==> src/rtl/key_debouncer.sv <==
// Push-button conditioner: 2-flop synchronizer plus a per-key debounce FSM that
// produces clean levels and one-cycle press / release / long-press pulses.
module key_debouncer #(
  parameter int N_KEYS          = 4,
  parameter int DEBOUNCE_CYCLES = 1000000,
  parameter int LONG_CYCLES     = 50000000
) (
  input  logic              CLOCK_50,
  input  logic              RESET_N,
  input  logic [N_KEYS-1:0] KEY,
  output logic [N_KEYS-1:0] key_level,
  output logic [N_KEYS-1:0] key_press,
  output logic [N_KEYS-1:0] key_release,
  output logic [N_KEYS-1:0] key_long
);

  localparam int CNT_W  = $clog2(DEBOUNCE_CYCLES) + 1;
  localparam int LCNT_W = $clog2(LONG_CYCLES) + 1;
  localparam logic [CNT_W-1:0]  DB_LAST  = CNT_W'(DEBOUNCE_CYCLES - 1);
  localparam logic [LCNT_W-1:0] LONG_MAX = LCNT_W'(LONG_CYCLES);
  localparam logic [LCNT_W-1:0] LONG_PRE = LCNT_W'(LONG_CYCLES - 1);

  typedef enum logic [1:0] {IDLE, PRESS_WAIT, PRESSED, RELEASE_WAIT} state_t;

  logic [N_KEYS-1:0] r_sync1;
  logic [N_KEYS-1:0] r_sync2;

  // Sync flops reset to 1 so a held key reads as released until re-sampled.
  always_ff @(posedge CLOCK_50 or negedge RESET_N) begin
    if (!RESET_N) begin
      r_sync1 <= '1;
      r_sync2 <= '1;
    end else begin
      r_sync1 <= KEY;
      r_sync2 <= r_sync1;
    end
  end

  for (genvar g = 0; g < N_KEYS; g++) begin : g_ch
    state_t              r_state, w_state_nxt;
    logic [CNT_W-1:0]    r_cnt, w_cnt_nxt;
    logic [LCNT_W-1:0]   r_lcnt, w_lcnt_nxt;
    logic                r_level, r_press, r_release, r_long;
    logic                w_level_nxt, w_press_nxt, w_release_nxt, w_long_nxt;
    logic                w_s, w_accept_press, w_accept_release, w_lcnt_inc;

    assign w_s              = r_sync2[g];
    assign w_accept_press   = (r_state == PRESS_WAIT) && !w_s && (r_cnt == DB_LAST);
    assign w_accept_release = (r_state == RELEASE_WAIT) && w_s && (r_cnt == DB_LAST);
    // Hold time keeps accumulating while bouncing toward release, but stops
    // on the edge the release is accepted so key_long never trails key_release.
    assign w_lcnt_inc = (r_lcnt != LONG_MAX) &&
                        (((r_state == PRESSED) && !w_s) ||
                         ((r_state == RELEASE_WAIT) && !w_accept_release));

    always_ff @(posedge CLOCK_50 or negedge RESET_N) begin
      if (!RESET_N) begin
        r_state   <= IDLE;
        r_cnt     <= '0;
        r_lcnt    <= '0;
        r_level   <= 1'b0;
        r_press   <= 1'b0;
        r_release <= 1'b0;
        r_long    <= 1'b0;
      end else begin
        r_state   <= w_state_nxt;
        r_cnt     <= w_cnt_nxt;
        r_lcnt    <= w_lcnt_nxt;
        r_level   <= w_level_nxt;
        r_press   <= w_press_nxt;
        r_release <= w_release_nxt;
        r_long    <= w_long_nxt;
      end
    end

    always_comb begin
      w_state_nxt = r_state;
      w_cnt_nxt   = r_cnt;
      w_lcnt_nxt  = w_lcnt_inc ? r_lcnt + LCNT_W'(1) : r_lcnt;
      unique case (r_state)
        IDLE: begin
          if (!w_s) begin
            w_state_nxt = PRESS_WAIT;
            w_cnt_nxt   = CNT_W'(1);
          end
        end
        PRESS_WAIT: begin
          if (w_s) begin
            w_state_nxt = IDLE;
            w_cnt_nxt   = '0;
          end else if (w_accept_press) begin
            w_state_nxt = PRESSED;
            w_cnt_nxt   = '0;
            w_lcnt_nxt  = '0;
          end else begin
            w_cnt_nxt = r_cnt + CNT_W'(1);
          end
        end
        PRESSED: begin
          if (w_s) begin
            w_state_nxt = RELEASE_WAIT;
            w_cnt_nxt   = CNT_W'(1);
          end
        end
        RELEASE_WAIT: begin
          if (!w_s) begin
            w_state_nxt = PRESSED;
            w_cnt_nxt   = '0;
          end else if (w_accept_release) begin
            w_state_nxt = IDLE;
            w_cnt_nxt   = '0;
          end else begin
            w_cnt_nxt = r_cnt + CNT_W'(1);
          end
        end
        default: begin
          w_state_nxt = IDLE;
          w_cnt_nxt   = '0;
        end
      endcase
    end

    always_comb begin
      w_level_nxt   = (w_state_nxt == PRESSED) || (w_state_nxt == RELEASE_WAIT);
      w_press_nxt   = w_accept_press;
      w_release_nxt = w_accept_release;
      w_long_nxt    = w_lcnt_inc && (r_lcnt == LONG_PRE);
    end

    assign key_level[g]   = r_level;
    assign key_press[g]   = r_press;
    assign key_release[g] = r_release;
    assign key_long[g]    = r_long;
  end

endmodule

==> config.mk <==
export PLATFORM = sky130hd
export DESIGN_NAME = key_debouncer
export DESIGN_NICKNAME = d
export VERILOG_FILES = /design/src/rtl/key_debouncer.sv
export SDC_FILE = /design/constraint.sdc
export NUM_CORES = 1
export LEC_CHECK = 0
export BUFFER_PORTS_ARGS = -buffer_cell sky130_fd_sc_hd__buf_2
export CORE_UTILIZATION = 32
export DETAILED_ROUTE_END_ITERATION = 6
export HOLD_SLACK_MARGIN = 0.12
export PLACE_DENSITY = 0.45
export SYNTH_ARGS = -nofsm -noshare
export SYNTH_HDL_FRONTEND = slang
export SYNTH_SLANG_ARGS = --single-unit
==> constraint.sdc <==
create_clock -name CLOCK_50 -period 3.15 [get_ports CLOCK_50]
set_clock_uncertainty 0.05 [all_clocks]
set_input_delay 0 -clock CLOCK_50 [delete_from_list [all_inputs] [get_ports CLOCK_50]]
set_output_delay 0 -clock CLOCK_50 [all_outputs]
set_load 0.01 [all_outputs]
# ---- Word level (Yosys, flattened, before mapping)
# Cells that the tools add are included.
dict set report word_totals {
  word_cells 206
  latch_bits 0
  ff_bits 224
  output_inout_bits 16
  in_bits 6
  mem_count 0
  mem_bits_rw 0
  mem_bits_ro 0
}
dict set report classes {
  reduce_logical 56
  div 0
  addsub 8
  n_bitwise 0
  multipliers 0
  shift 0
  n_lt_le_gt_ge 0
  eq_ne 40
  mux 72
}
# cell count
set op_table {}
lappend op_table {{$mux W21} 24}
lappend op_table {{$mux W27} 16}
lappend op_table {{$pmux W21 S4} 4}
lappend op_table {{$add A27 B1 Y27 const B} 4}
lappend op_table {{$eq A27 B26 Y1 const B} 4}
lappend op_table {{$ne A27 B26 Y1 const B} 4}
lappend op_table {{$add A21 B1 Y21 const B} 4}
lappend op_table {{$eq A21 B20 Y1 const B} 4}
lappend op_table {{$mux W2} 24}
lappend op_table {{$eq A2 B2 Y1 const B} 16}
lappend op_table {{$logic_and A1 B1 Y1} 32}
lappend op_table {{$pmux W2 S4} 4}
lappend op_table {{$ne A2 B2 Y1 const B} 8}
lappend op_table {{$eq A2 B1 Y1 const B} 4}
lappend op_table {{$logic_not A1 Y1} 8}
lappend op_table {{$logic_not A2 Y1} 4}
lappend op_table {{$logic_or A1 B1 Y1} 8}
lappend op_table {{$reduce_and A2 Y1} 4}

# ---- Longest topological paths before layout
dict set report depth {
  word_depth 11
  depth_mapped 8
  depth_no_buf 7
}

# ---- Worst setup path after synthesis
# Ideal clock, no wire load.
dict set report synth_timing {
  path_type {register to register}
  from {register g_ch[2].r_cnt[15]}
  to {register g_ch[2].r_cnt[0]}
  path_buffers 1
  synth_period_minus_slack_ns 2.352
  setup_time_ns 0.125
  slack_ns 0.798
  path_stages_with_launch 7
  t_arrival_ns 2.177
  required_ns 2.975
  cell_sequence {dfrtp_1 > buf_6 > or4b_1 > or4_4 > or3_4 > and2_4 > mux2_2}
}
dict set report synth_via {
  elab_chain_cells 5
  word_cells_on_any_way 8
  classes_between {1 x eq/ne; 5 x mux; 2 x reduce/logical}
}
# element line_no
set synth_lines {}
lappend synth_lines {{from (decl)} 41} ;# logic [CNT_W-1:0] r_cnt, w_cnt_nxt;
lappend synth_lines {{from (signal assigned)} 67} ;# r_cnt <= w_cnt_nxt;
lappend synth_lines {{$eq A21 B20 Y1 (*)} {48, 49}}
lappend synth_lines {{$logic_and A1 B1 Y1 (on tied branches)} {49, 48}}
lappend synth_lines {{$mux W21 (on tied branches)} {109, 91}}
lappend synth_lines {{$mux W21 (on tied branches)} {106, 88}}
lappend synth_lines {{$pmux W21 S4 (*)} 80} ;# unique case (r_state)
# Every way passes the cells marked *; elsewhere a longest branch is shown, timed or not.
# A chain may end at the register's enable or synchronous reset.

# ---- Worst setup path in the final report
dict set report layout_timing {
  from {register g_ch[1].r_cnt[8]}
  to {register g_ch[1].r_cnt[7]}
}
dict set report layout_via {
  elab_chain_cells 5
  word_cells_on_any_way 8
  classes_between {1 x eq/ne; 5 x mux; 2 x reduce/logical}
}
# element line_no
set layout_lines {}
lappend layout_lines {{from (decl)} 41}
lappend layout_lines {{from (signal assigned)} 67}
lappend layout_lines {{$eq A21 B20 Y1 (*)} {48, 49}}
lappend layout_lines {{$logic_and A1 B1 Y1 (on tied branches)} {49, 48}}
lappend layout_lines {{$mux W21 (on tied branches)} {109, 91}}
lappend layout_lines {{$mux W21 (on tied branches)} {106, 88}}
lappend layout_lines {{$pmux W21 S4 (*)} 80}
# Marks and branches as above.

==> run_results.csv <==
group,metric,value,unit
yosys,yosysSeqAreaShare,44.8,%
placement,portBuffers,21,
clock_tree,cts_root_buffer,"clkbuf_16",
layout,antenna_cells,0,
sta,period_minus_slack,2620,ps
layout,multiInputGateArea,0.00630,mm²
pwr,p_seq_share,44.5,%
pwr,p_sw_share,23.0,%
clock_tree,clock_latency,560,ps
yosys,synth.most_common_cell,"dfrtp_1",
sta,worstMarginPinSlew,873,ps
worst_setup_path,r2r-start,"g_ch[1].r_cnt[8]",
yosys,synth_commonest_cells,"214 x dfrtp_1, 141 x nand2_1, 122 x a21oi_1",
floorplan,die_area,0.0396,mm²
worst_setup_path,start_kind,"register",
yosys,synth.distinct_cells,70,
grt,grt_pass1_wl,52700,µm
grt,grt_max_degree,71,
worst_setup_path,end_kind,"register",
yosys,synth-edff-count,0,
layout,n_fill_cell,3868,
grt,grt_overflow_total,0,
sta,final_max_slew_viol_count,0,
floorplan,start_util,32.8,%
route,drc,0,
yosys,yosysWarnings,0,
pwr,p_int,5.17,mW
yosys,synth_top_cell_area_share,43.1,%
pwr,clockPowerShare,51.8,%
layout,drive_above_1_share,11.2,%
clock_tree,cts_buffer_depth,3,
yosys,yosys-top-cells-area,"dfrtp_1 43%, a21oi_1 4.9%, nand2_1 4.3%",
route,drt_iter0_markers,576,
layout,regArea,0.00557,mm²
sta,finalSetupViolCount,0,
hold_path,hold_path_class,"reg2reg",
floorplan,die_h,199,µm
worst_setup_path,worstPathRequired,3550,ps
yosys,synthCells,1354,
worst_setup_path,critical_path_class,"reg2reg",
pwr,finalPower,6.72,mW
floorplan,dieWidth,199,µm
route,firstDrtPassIters,4,
flow_run,max_cap_viol_count,0,
yosys,ys.flop_type,"dfrtp_1",
floorplan,rows,71,
layout,nNetsFinal,1382,
layout,area_growth,13.6,%
clock_tree,tritoncts,"yes",
pwr,comb_power_share,3.8,%
run_status,outcome,"finished clean",
placement,dp_hpwl,19400,µm
yosys,synthArstFlopShare,100,%
sta,tns,0,ps
yosys,syn_area,0.0124,mm²
pwr,p_per_area,476,mW/mm²
grt,grt.total_usage,16.1,%
route,wl,30700,µm
yosys,synth_largest_area_cell,"dfrtp_1",
sta,max_freq,381,MHz
floorplan,num_io_pins,22,
yosys,synth-seq-cells,222,
clock_tree,cts_made_buffers,29,
grt,antenna_found_initial,0,
pwr,ir_drop,347,µV
yosys,avgSynthCellArea,9.18,µm²
sta,layout_worst_path_cycle_share,83.3,%
route,postRouteAntennaNets,0,
worst_setup_path,worstPathArrival,3020,ps
grt,grt_pass1_vias,10239,
placement,gp_congestion,0.765,
worst_setup_path,path_max_fanout,11,
sta,rsz0062_at_grt,"false",
pwr,cellLeakagePower,5.57,nW
sta,relSlewSlack,41.6,%
route,vias_per_cell,5.56,
hold_path,min_from,"r_sync1[1]",
worst_setup_path,startpoint,"g_ch[1].r_cnt[8]",
clock_tree,path_clk_slew,60,ps
yosys,synth_nets,1372,
clock_tree,cts_sinks,222,
sta,hold_viol_final,0,
floorplan,core-area,0.0379,mm²
pwr,p_switching,1.55,mW
route,via_count,10559,
clock_tree,htreeDepth,1,
route,wire_per_inst,16.2,µm
power groups by stage:
stage | Clock, mW | Sequential [mW] | Combinational (mW)
2_1_floorplan | 0 | 3.01 | 0.140
3_3_place_gp | 0 | 3.04 | 0.243
3_5_place_dp | 0 | 3.03 | 0.247
4_1_cts | 3.61 | 2.98 | 0.262
5_1_grt | 3.72 | 3.00 | 0.292
6_report | 3.48 | 2.99 | 0.253
repair_timing:
item                                   4_1_cts  5_1_grt
resized for setup                            0        0
endpoints found under the hold margin      220        0
buffers inserted                             0        0
hold buffers                                11        0
metrics by stage:
| stage | worst slack (ps) | hold WS (ps) | area (µm²) | utilization [%] | instances |
|---|---|---|---|---|---|
| 2_1_floorplan | 798 | -346 | 12400 | - | 1354 |
| 3_3_place_gp | 611 | -1.95 | 13000 | 34.2 | 1833 |
| 3_5_place_dp | 528 | 2.32 | 13000 | 34.2 | 1833 |
| 4_1_cts | 519 | 306 | 14100 | 37.2 | 1898 |
| 5_1_grt | 351 | 308 | 14100 | 37.2 | 1898 |
| 6_report | 526 | 305 | 14100 | 37.2 | 1898 |
sequential cells by signal, summed over array words and instances (netlist names):
| register | flops |
|---|---|
| g_ch.r_cnt | 84 |
| g_ch.r_state | 6 |
| g_ch.r_release | 4 |
| r_sync1 | 4 |
| g_ch.r_long | 4 |
| r_sync2 | 4 |
| g_ch.r_press | 4 |
| g_ch.r_level | 4 |
| g_ch.r_lcnt | 108 |
path summary, 6_finish.rpt:
kind                       slack [ps]          endpoint  cells after the start
max                               530  g_ch[1].r_cnt[7]                      6
min                               300        r_sync2[1]                      0
max in group asynchronous        2040        r_sync2[3]                      4
max reg2reg                       530  g_ch[1].r_cnt[7]                      6
min in group asynchronous         570        r_sync2[2]                      3
min reg2reg                       300        r_sync2[1]                      0
placed cells by master (no fill, tap or decap), types with 9 or more instances in the layout:
cell type      count
buf_2             20
o21ai_0           57
a21o_1            12
clkbuf_8          10
inv_1             34
nand2_1          141
o211ai_1          14
nand4_1           55
mux2i_1           26
or3_1             27
and4_1            22
nand3_1           86
clkbuf_16         29
and2_1            11
a41oi_1            9
a22o_1             9
and3_1            39
or4_1             62
a21oi_1          119
buf_4             25
ha_1              12
nor4_1            20
nor3b_1            9
or2_2             11
dlygate4sd3_1     10
nand2b_1          16
nor4b_1           10
nor2_1            40
nor3_1            29
a31oi_1           41
o31ai_1           57
dfrtp_1          214
per-layer routing:
metal | track usage [%] | wire, µm | share of wire [%] | vias to the layer above
met5 | 0 | 0 | 0 | -
met2 | 25.7 | 13800 | 45 | 127
li1 | - | - | - | 5220
met4 | 4.25 | 618 | 2.0 | 0
met1 | 22.6 | 15400 | 50 | 5167
met3 | 2.35 | 912 | 3.0 | 45
final cells by class:
cell class | count | share of cell area [%]
Sequential cell | 222 | 39.4
Inverter | 34 | 0.904
Clock inverter | 11 | 1.00
Clock buffer | 43 | 6.22
Tap cell | 511 | 4.53
Timing Repair Buffer | 59 | 3.33
Multi-Input combinational cell | 1018 | 44.6
critical path, cell delays in order, from the launching register on:
cell,delay (ps)
dfrtp_1,470
or4b_4,590
nor4_4,480
a21oi_1,330
buf_4,280
a21o_1,150
a21o_1,170
kinds of logic after synthesis:
logic type / after synthesis / share of synthesized area, %
XOR/XNOR: 12 / 0.846
AND/OR/NAND/NOR: 607 / 28.0
flip-flops: 222 / 44.8
AO/OA/AOI/OAI: 360 / 18.3
buffers and inverters: 114 / 4.65
multiplexers: 27 / 2.19
adder cells (fa/ha/maj): 12 / 1.21
No activity file was read; power rests on OpenSTA's default activity.
